File: config.mk
export PLATFORM = sky130hd
export DESIGN_NAME = matmul_ctrl_n_flat
export DESIGN_NICKNAME = d
export VERILOG_FILES = /design/src/rtl/matmul_ctrl_n_if.sv /design/src/rtl/matmul_ctrl_n.sv /design/src/flat_wrapper.sv
export SDC_FILE = /design/constraint.sdc
export NUM_CORES = 1
export LEC_CHECK = 0
export BUFFER_PORTS_ARGS = -buffer_cell sky130_fd_sc_hd__buf_2
export CAP_MARGIN = 20
export CORE_UTILIZATION = 50
export CTS_CLUSTER_DIAMETER = 50
export DETAILED_ROUTE_END_ITERATION = 16
export PLACE_DENSITY = 0.66
export SYNTH_ARGS = -nofsm -noshare
export SYNTH_HDL_FRONTEND = slang
export SYNTH_SLANG_ARGS = --single-unit
File: constraint.sdc
create_clock -name clk -period 13.2 [get_ports clk]
set_input_delay 1.98 -clock clk [delete_from_list [all_inputs] [get_ports clk]]
set_output_delay 1.98 -clock clk [all_outputs]
set_load 0.01 [all_outputs]
File: src/rtl/matmul_ctrl_n_if.sv
// Handshake/bus bundle for matmul_ctrl_n: operand loading, compute control and result readback.
interface matmul_ctrl_n_if #(
  parameter int N  = 2,
  parameter int DW = 8,
  parameter int IW = $clog2(N*N)
) ();
  logic          load_en;
  logic          load_sel_ab;
  logic [IW-1:0] load_index;
  logic [DW-1:0] in_data;
  logic          start;
  logic          signed_mode;
  logic          sat_en;
  logic          output_en;
  logic [IW-1:0] output_sel;
  logic [DW-1:0] out_data;
  logic          busy;
  logic          done;

  modport master (
    output load_en, load_sel_ab, load_index, in_data, start,
           signed_mode, sat_en, output_en, output_sel,
    input  out_data, busy, done
  );

  modport slave (
    input  load_en, load_sel_ab, load_index, in_data, start,
           signed_mode, sat_en, output_en, output_sel,
    output out_data, busy, done
  );
endinterface

File: src/rtl/matmul_ctrl_n.sv
// NxN matrix-multiply controller: byte-wide operand loads, one time-shared MAC
// computing C = A*B in N^3 cycles, and per-element readback with optional saturation.
module matmul_ctrl_n #(
  parameter int N     = 2,
  parameter int DW    = 8,
  parameter int IW    = $clog2(N*N),
  parameter int ACC_W = 2*DW + $clog2(N)
) (
  input logic            clk,
  input logic            rst,
  matmul_ctrl_n_if.slave bus
);

  localparam int CW = $clog2(N);
  localparam int NE = N*N;
  localparam logic [CW-1:0]          LAST = CW'(N-1);
  localparam logic [IW:0]            NE_W = (IW+1)'(NE);
  localparam logic signed [ACC_W-1:0] SMAX = ACC_W'((1 << (DW-1)) - 1);
  localparam logic signed [ACC_W-1:0] SMIN = ~SMAX;
  localparam logic [ACC_W-1:0]        UMAX = ACC_W'((1 << DW) - 1);

  typedef enum logic [1:0] {IDLE, COMPUTE, DONE} state_t;

  state_t state, state_next;

  logic [DW-1:0]    a_mem [NE];
  logic [DW-1:0]    b_mem [NE];
  logic [ACC_W-1:0] c_mem [NE];

  logic [CW-1:0]    i_cnt, j_cnt, k_cnt;
  logic [ACC_W-1:0] acc, acc_next, a_ext, b_ext, c_val;
  logic [IW-1:0]    a_idx, b_idx, c_idx;
  logic [DW-1:0]    out_next;
  logic             signed_q, sat_q;
  logic             last_mac, load_ok, start_ok;

  assign last_mac = (i_cnt == LAST) && (j_cnt == LAST) && (k_cnt == LAST);
  assign load_ok  = bus.load_en && (state != COMPUTE) && ({1'b0, bus.load_index} < NE_W);
  assign start_ok = bus.start && (state != COMPUTE);

  always_ff @(posedge clk) begin
    if (rst) state <= IDLE;
    else     state <= state_next;
  end

  // NOTE: every always_comb output gets a default first so no path leaves it unassigned (no latch).
  always_comb begin
    state_next = state;
    case (state)
      IDLE:    if (bus.start) state_next = COMPUTE;
      COMPUTE: if (last_mac)  state_next = DONE;
      DONE: begin
        if (bus.start)        state_next = COMPUTE;
        else if (bus.load_en) state_next = IDLE;
      end
      default: state_next = IDLE;
    endcase
  end

  always_comb begin
    bus.busy = (state == COMPUTE);
    bus.done = (state == DONE);
  end

  always_comb begin
    a_idx = IW'(int'(i_cnt) * N + int'(k_cnt));
    b_idx = IW'(int'(k_cnt) * N + int'(j_cnt));
    c_idx = IW'(int'(i_cnt) * N + int'(j_cnt));
    a_ext = signed_q ? {{(ACC_W-DW){a_mem[a_idx][DW-1]}}, a_mem[a_idx]}
                     : {{(ACC_W-DW){1'b0}}, a_mem[a_idx]};
    b_ext = signed_q ? {{(ACC_W-DW){b_mem[b_idx][DW-1]}}, b_mem[b_idx]}
                     : {{(ACC_W-DW){1'b0}}, b_mem[b_idx]};
    // Truncated modular product is exact for both signednesses at ACC_W bits.
    acc_next = ((k_cnt == '0) ? '0 : acc) + a_ext * b_ext;
  end

  always_comb begin
    c_val = '0;
    if ({1'b0, bus.output_sel} < NE_W) c_val = c_mem[bus.output_sel];
    out_next = c_val[DW-1:0];
    if (sat_q) begin
      if (signed_q) begin
        if ($signed(c_val) > SMAX)      out_next = {1'b0, {(DW-1){1'b1}}};
        else if ($signed(c_val) < SMIN) out_next = {1'b1, {(DW-1){1'b0}}};
      end else if (c_val > UMAX) begin
        out_next = '1;
      end
    end
  end

  always_ff @(posedge clk) begin
    if (rst) begin
      // NOTE: operand and result arrays are reset explicitly; a mid-run abort must leave all storage zero.
      for (int e = 0; e < NE; e++) begin
        a_mem[e] <= '0;
        b_mem[e] <= '0;
        c_mem[e] <= '0;
      end
      i_cnt        <= '0;
      j_cnt        <= '0;
      k_cnt        <= '0;
      acc          <= '0;
      signed_q     <= 1'b0;
      sat_q        <= 1'b0;
      bus.out_data <= '0;
    end else begin
      if (load_ok) begin
        if (bus.load_sel_ab) b_mem[bus.load_index] <= bus.in_data;
        else                 a_mem[bus.load_index] <= bus.in_data;
      end
      if (start_ok) begin
        i_cnt    <= '0;
        j_cnt    <= '0;
        k_cnt    <= '0;
        signed_q <= bus.signed_mode;
        sat_q    <= bus.sat_en;
      end else if (state == COMPUTE) begin
        acc <= acc_next;
        if (k_cnt == LAST) begin
          c_mem[c_idx] <= acc_next;
          k_cnt        <= '0;
          if (j_cnt == LAST) begin
            j_cnt <= '0;
            i_cnt <= i_cnt + 1'b1;
          end else begin
            j_cnt <= j_cnt + 1'b1;
          end
        end else begin
          k_cnt <= k_cnt + 1'b1;
        end
      end
      if (bus.output_en) bus.out_data <= out_next;
    end
  end

endmodule

File: src/flat_wrapper.sv
// flat-port wrapper written by rule: the top's interface ports become plain ports
module matmul_ctrl_n_flat 
#(
  parameter int N     = 2,
  parameter int DW    = 8,
  parameter int IW    = $clog2(N*N),
  parameter int ACC_W = 2*DW + $clog2(N)
)
  (clk, rst, bus_load_en, bus_load_sel_ab, bus_load_index, bus_in_data, bus_start, bus_signed_mode, bus_sat_en, bus_output_en, bus_output_sel, bus_out_data, bus_busy, bus_done);
  matmul_ctrl_n_if #(.N(N), .DW(DW), .IW(IW)) bus_i ();
  input logic clk;
  input logic rst;
  input wire logic [$bits(bus_i.load_en)-1:0] bus_load_en;
  input wire logic [$bits(bus_i.load_sel_ab)-1:0] bus_load_sel_ab;
  input wire logic [$bits(bus_i.load_index)-1:0] bus_load_index;
  input wire logic [$bits(bus_i.in_data)-1:0] bus_in_data;
  input wire logic [$bits(bus_i.start)-1:0] bus_start;
  input wire logic [$bits(bus_i.signed_mode)-1:0] bus_signed_mode;
  input wire logic [$bits(bus_i.sat_en)-1:0] bus_sat_en;
  input wire logic [$bits(bus_i.output_en)-1:0] bus_output_en;
  input wire logic [$bits(bus_i.output_sel)-1:0] bus_output_sel;
  output wire logic [$bits(bus_i.out_data)-1:0] bus_out_data;
  output wire logic [$bits(bus_i.busy)-1:0] bus_busy;
  output wire logic [$bits(bus_i.done)-1:0] bus_done;
  assign bus_i.load_en = bus_load_en;
  assign bus_i.load_sel_ab = bus_load_sel_ab;
  assign bus_i.load_index = bus_load_index;
  assign bus_i.in_data = bus_in_data;
  assign bus_i.start = bus_start;
  assign bus_i.signed_mode = bus_signed_mode;
  assign bus_i.sat_en = bus_sat_en;
  assign bus_i.output_en = bus_output_en;
  assign bus_i.output_sel = bus_output_sel;
  assign bus_out_data = bus_i.out_data;
  assign bus_busy = bus_i.busy;
  assign bus_done = bus_i.done;
  matmul_ctrl_n #(.N(N), .DW(DW), .IW(IW), .ACC_W(ACC_W)) u_core (.clk(clk), .rst(rst), .bus(bus_i));
endmodule
======== Word level (Yosys, flattened, before mapping) ========
Memories as Yosys holds them, arrays and structs flattened.
Index checks and enable logic that the tools add are counted.
word-level totals
  register bits after elaboration ......... 32
  RAM bits ................................ 132
  output and inout port bits .............. 10
  memories kept ........................... 3
operators by class
  $add $sub $neg .......................... 7
  multipliers ............................. 1
  magnitude comparators ................... 3
  eq/ne operators ......................... 6
  multiplexer cells ....................... 39
  bitwise gates (word level) .............. 1
  reductions and logical operators ........ 13
memory list
  name          depth  width  read ports  clocked after memory_dff  write ports  line                 source
  u_core.c_mem  4      17     1           0                         4            matmul_ctrl_n.sv:28  logic [ACC_W-1:0] c_mem [NE];
  u_core.a_mem  4      8      1           0                         4            matmul_ctrl_n.sv:26  logic [DW-1:0] a_mem [NE];
  u_core.b_mem  4      8      1           0                         4            matmul_ctrl_n.sv:27  logic [DW-1:0] b_mem [NE];
operator list
  cell                   number
  $mux W17               4
  $mux W8                7
  $gt A17 B8 Y1 const B  2
  $mux W1                20
  $add A17 B17 Y17       1
  $lt A17 B8 Y1 const B  1
  $mul A17 B17 Y17       1
  $reduce_or A17 Y1      1
  $reduce_or A8 Y1       2
  $mux W2                7
  $add A2 B1 Y2          3
  $pmux W2 S3            1
  $reduce_and A3 Y1      2
  $logic_and A1 B1 Y1    4
  $ne A2 B1 Y1 const B   2
  $reduce_and A2 Y1      2
  $add A1 B1 Y1 const B  3
  $ne A3 B3 Y1 const B   1
  $eq A2 B1 Y1 const B   1
  $eq A2 B2 Y1 const B   1
  $logic_not A2 Y1       1
  $ne A2 B2 Y1 const B   1
  $reduce_or A2 Y1       1
  $not A1 Y1             1

======== Logic depth before layout (Yosys ltp) ========
  depth after elaboration ................. 7
  depth in mapped cells ................... 23
  gate-level depth less buffers ........... 21

======== Worst setup path after synthesis ========
OpenSTA, ideal clock, no wires.
  path kind ............................... register to register
  from .................................... reg u_core.j_cnt
  to ...................................... mem u_core.c_mem[0][16] (netlist name), data pin
  library setup time ...................... 0.269 ns
  arrival time ............................ 6.138 ns
  data required time ...................... 12.931 ns
  path slack .............................. 6.793 ns
  cell stages (with the launch flop) ...... 20
  path buffers ............................ 1
  period minus slack after synthesis ...... 6.407 ns
  cells stage by stage .................... dfxtp_1 -> buf_1 -> mux4_2 -> nand2_1 -> fa_1 -> fa_1 -> fa_1 -> fa_1 -> inv_1 -> fa_1 -> inv_1 -> fa_1 -> inv_1 -> ha_1 -> a21o_1 -> a21oi_1 -> o21ai_0 -> a31oi_1 -> xnor2_1 -> nor2_1
RTL lines
  what                    line                  source
  start, declared         matmul_ctrl_n.sv:30   logic [CW-1:0] i_cnt, j_cnt, k_cnt;
  start signal, assigned  matmul_ctrl_n.sv:126  j_cnt <= j_cnt + 1'b1;
  end, declared           matmul_ctrl_n.sv:28

==> results.toml <==
[clock_network]
clock-sinks = 164
clk_pin_slew_worst_paths_ps = 70
cts_setup_buffers = 0
hold_buffers = 0
cts-htree-levels = 4
cts_buffers = 17
cts-root-buf = "clkbuf_16"
cts_resized = 0
cts_tree = "done"
clk_latency_ps = 430
cts.path.max_buffers = 2

[finish]
num-fill-cells = 1878
stdcell_area_mm2 = 0.0124
layout-drive-gt1-share = 0.108
nets = 1201
syn_to_final_growth_pct = 9.24
insertedDiodeCount = 0

[pwr]
p_leak_nw = 5.25
design_power_total_w = 0.00158
peakVddDrop_mv = 0.0834
power_density_mw_per_mm2 = 127

[timing]
fin_tns_setup_ps = 0
rsz0062_at_grt = "no"
hold_viol = 0
fmax_ghz = 0.145
period_needed_ps = 6890
finalCritPeriodShare = 0.522
worst_pin_slew_ps = 952
slew_viol_final = 0
setup_viol_count_final = 0
fin_worst_skew_ps = 16.8
timing.slew.headroom = 0.364

[grt]
grt_pass1_vias = 7372
grt.overflow.total = 0
grt_usage = 0.218
antenna_found_initial = 1
grt_max_degree = 40
grt_pass1_wl_um = 39000

[synth]
synth_compound_area_frac = 0.0474
yosys.area.top_type = "edfxtp_1"
synth-xor-area-share = 0.0266
synth-main-ff-cell = "edfxtp_1"
synth_top_family_by_area = "adder cells"
synthAdderAreaFrac = 0.234
synth_cells = 1001
syn_area_per_cell_um2 = 11.4
ys_seq_area_frac = 0.405
synth_mux_area_frac = 0.0661
synth_top_area_frac = 0.349
ys_async_sr_fraction = 0
synth_common_cells = "151 x and2_1, 151 x inv_1, 132 x edfxtp_1"
synth.area.top_cells = "edfxtp_1 35%, fa_1 17%, and2_1 8.3%, mux4_2 6.1%, ha_1 5.9%"
ys.warnings.count = 0
yosys.area_share.simple = 0.159
synth-edff-count = 132
syn_nets = 1174
syn_area_mm2 = 0.0114
synth_cell_types = 47
ys_ff_latch = 164

[worst_setup_path]
cp_top_family = "adder cells"
critPathBufInv = 4
required_ps = 13360
crit_top_cell = "fa_1"
crit_chain = "buf_4 -> mux4_2 -> and2_1 -> nand2_1 -> fa_1 -> fa_1 -> fa_1 -> fa_1 -> inv_1 -> fa_1 -> inv_1 -> fa_1 -> inv_1 -> ha_1 -> a21o_1 -> a21oi_1 -> o21ai_0 -> a31oi_1 -> xnor2_1 -> nor2_1"
rrSetupSlack_ps = 6310
path_max_fanout = 39
rr_worst_depth = 20
end_kind = "flop"
worst-path-stages = 20
critPathSlowestCell = "mux4_2"
cpPeakStageDelay_ps = 670
arrival_ps = 7050
r2r_end = "u_core.c_mem[1][16]"
worstSetupStartpointType = "flop"
critical_path_class = "flop to flop"
rr_startpoint = "u_core.k_cnt"

[placement]
numPortBuffers = 29
dp.final_hpwl_um = 17100
place_area_mm2 = 0.0118
place_congestion = 0.890

[drt]
dr.pass1.iters = 5
vias_per_cell = 5.23
drt_wl_total_um = 23300
post_drt_wl_per_cell_um = 17.6
ant_nets = 0
drt_iter0_drc = 375
vias = 6909
drc = 0

[floorplanning]
die_h_um = 153
initial_utilization = 0.516
die_area_mm2 = 0.0233
die_w_um = 153
ios = 30
std_cell_rows = 54
core_area_mm2 = 0.0220

[worst_hold_path]
hold_class = "flop to flop"
min_path_cells = 2
worstHoldStart = "u_core.acc[3]"
worst_hold_path.endpoint = "u_core.acc[3]"

[outcome]
status = "completed"

[flow_run]
maxCapViolCount = 0
==> cells in the final DEF (no fill, tap or decap), types with 3 or more instances in the layout <==
cell type / n
a211oi_1: 8
a21o_1: 6
a21oi_1: 26
and2_1: 151
and3_1: 8
buf_2: 29
buf_4: 14
clkbuf_16: 17
dfxtp_1: 32
edfxtp_1: 132
fa_1: 99
ha_1: 54
inv_1: 151
inv_6: 4
inv_8: 5
mux4_2: 31
nand2_1: 63
nand2b_1: 3
nand3_1: 13
nand4_1: 4
nor2_1: 86
nor2b_1: 3
nor3_1: 7
nor4_1: 3
o211ai_1: 3
o21a_1: 7
o21ai_0: 13
o31ai_1: 5
or3_1: 5
xnor2_1: 26
xor2_1: 6
==> worst register-to-register path, delay by kind of cell (launching register included) <==
kind / cells / cell delay (ps)
compound gates: 4 / 720
xor+xnor: 1 / 270
fa+ha+maj: 7 / 3510
buf+inv: 4 / 560
flops: 1 / 310
mux: 1 / 690
simple gates: 3 / 560
==> metrics by stage <==
stage | setup slack, ps | utilization | cells | hold slack (ps)
final | 6310 | 0.564 | 1321 | 455
after global routing | 5900 | 0.564 | 1321 | 473
after CTS | 6290 | 0.564 | 1321 | 452
after detailed placement | 6290 | 0.537 | 1289 | 443
after global placement | 6390 | 0.537 | 1289 | 441
after floorplan | 6790 | - | 1001 | 432
==> sequential cells by signal, summed over array words and instances, names as in the netlist <==
signal               cells
u_core.a_mem            32
u_core.b_mem            32
u_core.i_cnt             1
u_core.c_mem            68
u_core.state             2
u_core.sat_q             1
u_core.signed_q          1
u_core.acc              17
u_core.j_cnt             1
u_core.bus.out_data      8
u_core.k_cnt             1
==> cell families (layout without fill, tap and decap cells) <==
family	Yosys count	count (layout)
buffers and inverters	186	226
flip-flops	164	164
AND/OR/NAND/NOR	351	351
multiplexers	33	33
XOR/XNOR	33	33
adder cells (fa/ha/maj)	153	153
AO/OA/AOI/OAI	81	81
==> how the worst max path moves through the flow <==
stage | endpoint | startpoint | slack, ps
5_1_grt | u_core.c_mem[1][16] | u_core.k_cnt | 5900
2_1_floorplan | u_core.c_mem[0][16] | u_core.j_cnt | 6790
3_3_place_gp | u_core.c_mem[2][16] | u_core.k_cnt | 6390
6_report | u_core.c_mem[1][16] | u_core.k_cnt | 6310
4_1_cts | u_core.c_mem[1][16] | u_core.k_cnt | 6290
3_5_place_dp | u_core.c_mem[1][16] | u_core.k_cnt | 6290
==> cell type report <==
type / count / area, um2 / area share
well taps: 280 / 350 / 0.0282
repair buffers: 43 / 250 / 0.0202
multi-input cells: 651 / 6050 / 0.488
flip-flops and latches: 164 / 4600 / 0.371
clock buffers: 17 / 425 / 0.0343
inverters: 151 / 567 / 0.0457
clock inverters: 15 / 161 / 0.0130
==> metal layers <==
layer / GRT usage / wire length (um)
met1: 0.306 / 11200
met2: 0.355 / 11000
met3: 0.0324 / 823
met4: 0.0587 / 326
met5: 0 / 0
==> power breakdown <==
group          switching [W]  internal (W)  total (W)
registers          0.0000131      0.000589   0.000602
logic               0.000292      0.000180   0.000471
clock network       0.000238      0.000270   0.000508
No activity file was read; power rests on OpenSTA's default activity.
